File: src/rtl/spectrum_line_buf_pkg.sv
// Shared widths, defaults and the write-request record for the spectrum line buffer.
// Also holds the |re|+|im| magnitude helper.
package spectrum_line_buf_pkg;

  localparam int LINE_CNT_W      = 7;
  localparam int MAG_W           = 17;
  localparam int LEN_W           = 16;
  localparam int LINES_DEF       = 128;
  localparam int FFT_N_DEF       = 256;
  localparam int SCALE_SHIFT_DEF = 2;
  localparam int MAX_LEN_DEF     = 479;

  typedef struct packed {
    logic                  en;
    logic [LINE_CNT_W-1:0] idx;
    logic [MAG_W-1:0]      mag;
  } wr_req_t;

  // 17-bit result so |-32768|+|-32768| = 65536 does not wrap
  function automatic logic [MAG_W-1:0] mag_l1(input logic [15:0] re, input logic [15:0] im);
    logic [MAG_W-1:0] a, b;
    a = {1'b0, (re[15] ? (~re + 16'd1) : re)};
    b = {1'b0, (im[15] ? (~im + 16'd1) : im)};
    return a + b;
  endfunction

endpackage

File: src/rtl/spectrum_line_buf_if.sv
// FFT bin stream in, display line request/response out.
interface spectrum_line_buf_if;
  import spectrum_line_buf_pkg::*;

  logic                  fft_valid;
  logic                  fft_sop;
  logic                  fft_eop;
  logic signed [15:0]    fft_re;
  logic signed [15:0]    fft_im;
  logic                  data_req;
  logic                  wr_over;
  logic [LINE_CNT_W-1:0] line_cnt;
  logic [LEN_W-1:0]      line_length;
  logic                  frame_swap;

  modport master (
    output fft_valid, fft_sop, fft_eop, fft_re, fft_im, data_req, wr_over,
    input  line_cnt, line_length, frame_swap
  );

  modport slave (
    input  fft_valid, fft_sop, fft_eop, fft_re, fft_im, data_req, wr_over,
    output line_cnt, line_length, frame_swap
  );
endinterface

File: src/rtl/spec_dpram.sv
// Simple dual-port RAM: one write port, one registered read port.
module spec_dpram #(
  parameter int DEPTH = 256,
  parameter int WIDTH = 17,
  parameter int AW    = $clog2(DEPTH)
) (
  input  logic             clk,
  input  logic             we,
  input  logic [AW-1:0]    wr_addr,
  input  logic [WIDTH-1:0] wr_data,
  input  logic             rd_en,
  input  logic [AW-1:0]    rd_addr,
  output logic [WIDTH-1:0] rd_data
);
  logic [WIDTH-1:0] mem [DEPTH];

  always_ff @(posedge clk) begin
    if (we)    mem[wr_addr] <= wr_data;
    if (rd_en) rd_data      <= mem[rd_addr];
  end
endmodule

File: src/rtl/spectrum_line_buf.sv
// Ping-pong frame buffer of FFT magnitudes feeding the LCD bar renderer.
// Banks swap only when line_cnt wraps with a complete frame pending, so bars never tear.
module spectrum_line_buf
  import spectrum_line_buf_pkg::*;
#(
  parameter int LINES       = LINES_DEF,
  parameter int FFT_N       = FFT_N_DEF,
  parameter int SCALE_SHIFT = SCALE_SHIFT_DEF,
  parameter int MAX_LEN     = MAX_LEN_DEF
) (
  input logic                lcd_clk,
  input logic                sys_rst_n,
  spectrum_line_buf_if.slave bus
);
  localparam int BIN_W     = $clog2(FFT_N);
  localparam int AW        = $clog2(2*LINES);
  localparam int RD_STAGES = 1;

  logic                  rd_bank, pend, shown, wr_active;
  logic [BIN_W-1:0]      bin_cnt, cur_bin;
  logic                  frame_go, wrap, swap;
  wr_req_t               wr_req;
  logic [RD_STAGES:1]    vld_pipe;
  logic                  shown_q;
  logic [MAG_W-1:0]      rd_q;
  logic [AW-1:0]         wr_addr, rd_addr;
  logic [LINE_CNT_W-1:0] line_cnt;
  logic [LEN_W-1:0]      line_length;
  logic                  frame_swap;

  function automatic logic [AW-1:0] bank_addr(input logic bank, input logic [LINE_CNT_W-1:0] idx);
    return bank ? AW'(LINES + int'(idx)) : AW'(idx);
  endfunction

  function automatic logic [LEN_W-1:0] sat_len(input logic [MAG_W-1:0] q);
    logic [MAG_W-1:0] sh;
    sh = q >> SCALE_SHIFT;
    return (int'(sh) > MAX_LEN) ? LEN_W'(MAX_LEN) : LEN_W'(sh);
  endfunction

  always_comb begin
    frame_go = bus.fft_valid & (bus.fft_sop | wr_active);
    cur_bin  = bus.fft_sop ? '0 : bin_cnt;
    wrap     = bus.wr_over & (int'(line_cnt) == LINES - 1);
    swap     = wrap & pend;
  end

  // Write bank is resolved at RAM-write time, so a bin landing on the swap edge
  // still goes to the bank that is not being displayed.
  assign wr_addr = bank_addr(~rd_bank, wr_req.idx);
  assign rd_addr = bank_addr(rd_bank, line_cnt);

  always_ff @(posedge lcd_clk or negedge sys_rst_n) begin
    if (!sys_rst_n) begin
      bin_cnt   <= '0;
      wr_active <= 1'b0;
      pend      <= 1'b0;
      wr_req    <= '0;
    end else begin
      wr_req.en  <= frame_go & (int'(cur_bin) < LINES);
      wr_req.idx <= LINE_CNT_W'(cur_bin);
      wr_req.mag <= mag_l1(bus.fft_re, bus.fft_im);
      if (frame_go) begin
        bin_cnt   <= (int'(cur_bin) == FFT_N - 1) ? cur_bin : cur_bin + BIN_W'(1);
        wr_active <= ~bus.fft_eop;
      end
      // sop drops any pending frame; eop marks the write bank complete
      if (frame_go & (bus.fft_sop | bus.fft_eop)) pend <= bus.fft_eop;
      else if (swap)                               pend <= 1'b0;
    end
  end

  always_ff @(posedge lcd_clk or negedge sys_rst_n) begin
    if (!sys_rst_n) begin
      line_cnt   <= '0;
      rd_bank    <= 1'b0;
      shown      <= 1'b0;
      frame_swap <= 1'b0;
    end else begin
      frame_swap <= swap;
      if (bus.wr_over) line_cnt <= wrap ? '0 : line_cnt + LINE_CNT_W'(1);
      if (swap) begin
        rd_bank <= ~rd_bank;
        shown   <= 1'b1;
      end
    end
  end

  always_ff @(posedge lcd_clk or negedge sys_rst_n) begin
    if (!sys_rst_n) begin
      vld_pipe    <= '0;
      shown_q     <= 1'b0;
      line_length <= '0;
    end else begin
      vld_pipe[1] <= bus.data_req;
      if (bus.data_req) shown_q <= shown;
      if (vld_pipe[RD_STAGES]) line_length <= shown_q ? sat_len(rd_q) : '0;
    end
  end

  spec_dpram #(.DEPTH(2*LINES), .WIDTH(MAG_W)) u_ram (
    .clk     (lcd_clk),
    .we      (wr_req.en),
    .wr_addr (wr_addr),
    .wr_data (wr_req.mag),
    .rd_en   (bus.data_req),
    .rd_addr (rd_addr),
    .rd_data (rd_q)
  );

  assign bus.line_cnt    = line_cnt;
  assign bus.line_length = line_length;
  assign bus.frame_swap  = frame_swap;
endmodule

File: src/flat_wrapper.sv
// flat-port wrapper written by rule: the top's interface ports become plain ports
module spectrum_line_buf_flat import spectrum_line_buf_pkg::*;
#(
  parameter int LINES       = LINES_DEF,
  parameter int FFT_N       = FFT_N_DEF,
  parameter int SCALE_SHIFT = SCALE_SHIFT_DEF,
  parameter int MAX_LEN     = MAX_LEN_DEF
)
  (lcd_clk, sys_rst_n, bus_fft_valid, bus_fft_sop, bus_fft_eop, bus_fft_re, bus_fft_im, bus_data_req, bus_wr_over, bus_line_cnt, bus_line_length, bus_frame_swap);
  spectrum_line_buf_if bus_i ();
  input logic lcd_clk;
  input logic sys_rst_n;
  input wire logic [$bits(bus_i.fft_valid)-1:0] bus_fft_valid;
  input wire logic [$bits(bus_i.fft_sop)-1:0] bus_fft_sop;
  input wire logic [$bits(bus_i.fft_eop)-1:0] bus_fft_eop;
  input wire logic [$bits(bus_i.fft_re)-1:0] bus_fft_re;
  input wire logic [$bits(bus_i.fft_im)-1:0] bus_fft_im;
  input wire logic [$bits(bus_i.data_req)-1:0] bus_data_req;
  input wire logic [$bits(bus_i.wr_over)-1:0] bus_wr_over;
  output wire logic [$bits(bus_i.line_cnt)-1:0] bus_line_cnt;
  output wire logic [$bits(bus_i.line_length)-1:0] bus_line_length;
  output wire logic [$bits(bus_i.frame_swap)-1:0] bus_frame_swap;
  assign bus_i.fft_valid = bus_fft_valid;
  assign bus_i.fft_sop = bus_fft_sop;
  assign bus_i.fft_eop = bus_fft_eop;
  assign bus_i.fft_re = bus_fft_re;
  assign bus_i.fft_im = bus_fft_im;
  assign bus_i.data_req = bus_data_req;
  assign bus_i.wr_over = bus_wr_over;
  assign bus_line_cnt = bus_i.line_cnt;
  assign bus_line_length = bus_i.line_length;
  assign bus_frame_swap = bus_i.frame_swap;
  spectrum_line_buf #(.LINES(LINES), .FFT_N(FFT_N), .SCALE_SHIFT(SCALE_SHIFT), .MAX_LEN(MAX_LEN)) u_core (.lcd_clk(lcd_clk), .sys_rst_n(sys_rst_n), .bus(bus_i));
endmodule
File: config.mk
export PLATFORM = sky130hd
export DESIGN_NAME = spectrum_line_buf_flat
export DESIGN_NICKNAME = d
export VERILOG_FILES = /design/src/rtl/spectrum_line_buf_pkg.sv /design/src/rtl/spectrum_line_buf_if.sv /design/src/rtl/spec_dpram.sv /design/src/rtl/spectrum_line_buf.sv /design/src/flat_wrapper.sv
export SDC_FILE = /design/constraint.sdc
export NUM_CORES = 2
export LEC_CHECK = 0
export BUFFER_PORTS_ARGS = -buffer_cell sky130_fd_sc_hd__buf_2
export CAP_MARGIN = 20
export CORE_MARGIN = 2
export CORE_UTILIZATION = 60
export CTS_BUF_LIST = sky130_fd_sc_hd__clkbuf_4 sky130_fd_sc_hd__clkbuf_8 sky130_fd_sc_hd__clkbuf_16
export CTS_CLUSTER_SIZE = 16
export DETAILED_ROUTE_END_ITERATION = 6
export MAX_ROUTING_LAYER = met4
export PLACE_DENSITY = 0.74
export SLEW_MARGIN = 20
export SYNTH_ARGS = -nofsm -noshare
export SYNTH_HDL_FRONTEND = slang
export SYNTH_HIERARCHICAL = 1
export SYNTH_MEMORY_MAX_BITS = 65536
export SYNTH_SLANG_ARGS = --single-unit
File: constraint.sdc
create_clock -name lcd_clk -period 5.7 [get_ports lcd_clk]
set_input_delay 0.57 -clock lcd_clk [delete_from_list [all_inputs] [get_ports lcd_clk]]
set_output_delay 0.57 -clock lcd_clk [all_outputs]
set_load 0.005 [all_outputs]
==> results.py <==
metrics = {
    "clock_network": {
        "cts_tree": "built",
        "cts.path.max_buffers": 4,
        "cts_num_sinks": 3915,
        "cts-root-buf": "clkbuf_16",
        "htreeDepth": 5,
        "post_cts_resized": 0,
        "clk_latency_ns": 1.02,
        "clk_pin_slew_worst_paths_ns": 0.06,
        "cts_made_buffers": 391,
    },
    "outcome": {
        "outcome": "finished, final reports clean",
    },
    "global_route": {
        "globalRoute.busiestLayer": "met2",
        "use_met1_pct": 43.77,
        "antenna_found_initial": 25,
        "grt_pass1_vias": 77570,
        "gr-usage-all-layers_pct": 31.71,
        "grt_max_degree": 198,
        "grt_pass1_wl_mm": 570.4,
        "grtUsageMet2_pct": 45.38,
        "overflow": 0,
        "grt_util_met3_pct": 9.605,
    },
    "critical_path": {
        "r2r_slack_ns": 0.87,
        "crit_type": "reg -> reg",
        "worstPathMaxFanout": 28,
        "crit_chain": "buf_12 > buf_12 > mux2i_1 > o221ai_1 > o22ai_1 > o21ai_1 > o2111ai_1 > nor4_1 > buf_4 > and3_1",
        "reg2reg_from": "u_core/bus.line_cnt[0]",
        "critPathLaunchType": "flop",
        "worstPathRequired_ns": 6.54,
        "crit_top_cell": "buf_12",
        "cp-end-kind": "flop",
        "r2r_end": "u_core/u_ram/rd_data[8]",
        "slowest_stage": "dfrtp_4",
        "reg2reg_depth": 10,
        "max_stage_delay_ns": 1.03,
        "worstPathArrival_ns": 5.66,
    },
    "cells_and_area": {
        "area_growth_pct": 11.61,
        "layout.nets": 7802,
        "fillCellCount": 15310,
        "fin_area_um2": 171900,
        "fin_util_pct": 67.51,
        "drive_gt1_share_pct": 24.74,
    },
    "detailed_routing": {
        "wirelength_mm": 401.3,
        "drt_pass1_iterations": 7,
        "initialDrtViolationCount": 13860,
        "wl_per_cell_um": 35.11,
        "drt-vias-per-instance": 6.960,
        "vias": 79540,
        "ant_nets": 0,
        "drc": 0,
    },
    "timing": {
        "rsz0062_at_grt": "false",
        "slew_violations": 0,
        "tns_ns": 0,
        "slew_headroom_pct": 12.38,
        "max_freq_mhz": 207.2,
        "fin_crit_sh_pct": 84.69,
        "hold_viol": 0,
        "final.min_clock_period_ns": 4.827,
        "worst_slew_pin_slew_ns": 1.314,
        "setup_ws_ns": 0.8726,
        "setup_violations": 0,
        "skew_ns": 0.07130,
    },
    "pwr": {
        "p_leak_nw": 55.11,
        "irDropWorstVdd_uv": 492.7,
        "power_density_nw_per_um2": 463.5,
    },
    "synthesis": {
        "syn-num-nets": 7394,
        "mappedNetlistArea_um2": 154000,
        "yosysWarningCount": 6,
        "avgSynthCellArea_um2": 21.00,
        "syn_inst": 7334,
    },
    "die": {
        "die_area_um2": 260700,
        "io_pins": 63,
        "die-width_um": 510.6,
        "fp-row-count": 185,
        "fp.dieH_um": 510.6,
        "core_um2": 254600,
        "start_util_pct": 60.48,
    },
    "placement": {
        "dp_hpwl_mm": 229.2,
        "dp_slack_ns": 1.036,
        "port-buffer-count": 61,
        "dpl_cell_area_um2": 158900,
        "gp_congestion": 1.014,
    },
    "flow_run": {
        "cap_violations": 0,
    },
    "min_path": {
        "hold_end": "u_core/vld_pipe",
        "hold_class": "in -> reg",
        "hold_start": "bus_data_req",
        "hold_depth": 1,
    },
}
through the flow:
stage	hold WS, ns	power [mW]	std cells
2_1_floorplan	0.2744	47.17	7334
3_3_place_gp	0.4305	53.34	10710
3_5_place_dp	0.4304	53.79	10710
4_1_cts	0.01455	79.34	11400
5_1_grt	0.04639	81.42	11420
6_report	0.08716	79.67	11430
per-layer routing:
metal  share of wire [%]  routed length (um)
met3                  14               57280
met4                 3.8               15280
met2                  46              183900
met5                   0                   0
met1                  36              144800
worst max-delay path by stage:
stage	start	endpoint	slack [ns]
after global placement	u_core/bus.line_cnt[0]	u_core/u_ram/rd_data[6]	1.02
after detailed placement	u_core/bus.line_cnt[0]	u_core/u_ram/rd_data[5]	1.04
after global routing	u_core/bus.line_cnt[0]	u_core/u_ram/rd_data[8]	0.85
after floorplan	u_core/wr_req[10]	u_core/u_ram/mem[0][10]	1.73
after CTS	u_core/bus.line_cnt[0]	u_core/u_ram/rd_data[8]	1.02
final	u_core/bus.line_cnt[0]	u_core/u_ram/rd_data[8]	0.87
flip-flops by register name, indices dropped and copies added, names as in the netlist:
signal	cells
u_core/pend	1
u_core/bus.line_length	15
u_core/vld_pipe	1
u_core/wr_active	1
u_core/shown_q	1
u_core/shown	1
u_core/u_ram/mem	3840
u_core/wr_req	23
u_core/bin_cnt	8
u_core/u_ram/rd_data	15
u_core/bus.line_cnt	7
u_core/rd_bank	1
u_core/bus.frame_swap	1
layout make-up:
| class | instances | area, um2 | area share [%] |
|---|---|---|---|
| diodes | 28 | 70.07 | 0.04076 |
| clock buffers | 484 | 10560 | 6.144 |
| clock inverters | 201 | 2268 | 1.320 |
| inverters | 22 | 92.59 | 0.05387 |
| multi-input cells | 2920 | 33110 | 19.26 |
| flip-flops and latches | 3915 | 117300 | 68.27 |
| well taps | 3366 | 4212 | 2.450 |
| repair buffers | 492 | 4235 | 2.464 |
what timing repair did:
| item | CTS | global route |
|---|---|---|
| hold buffers | 6 | 0 |
| hold endpoints to repair | 80 | 0 |
| setup buffers | 0 | 0 |
worst max-delay path: cells and delay by family (launching register included):
kind | cells | cell delay [ns]
mux | 1 | 0.11
buf+inv | 3 | 0.82
simple gates | 2 | 1.14
flops | 1 | 1.03
compound gates | 4 | 1.49
cells in the final DEF, fill, tap and decap left out, drive strengths merged, types with 20 or more instances in the layout:
master / n
edfxtp: 3855
mux4: 833
buf: 485
clkbuf: 484
mux2i: 450
nor2: 341
nand2: 225
o22ai: 164
clkinv: 142
o221ai: 122
a21oi: 119
nor3: 94
nand3: 73
o21ai: 68
dfrtp: 60
bufinv: 50
xnor2: 39
a22oi: 31
diode: 28
nor2b: 27
nand4: 24
inv: 24
ha: 20
power breakdown:
part	switching, mW	internal, mW	leakage [nW]
Clock	10.5	15.3	6.40
Combinational	11.9	5.30	13.6
Sequential	1.34	35.3	35.1
Note: power is estimated with default switching activity, not from simulation.
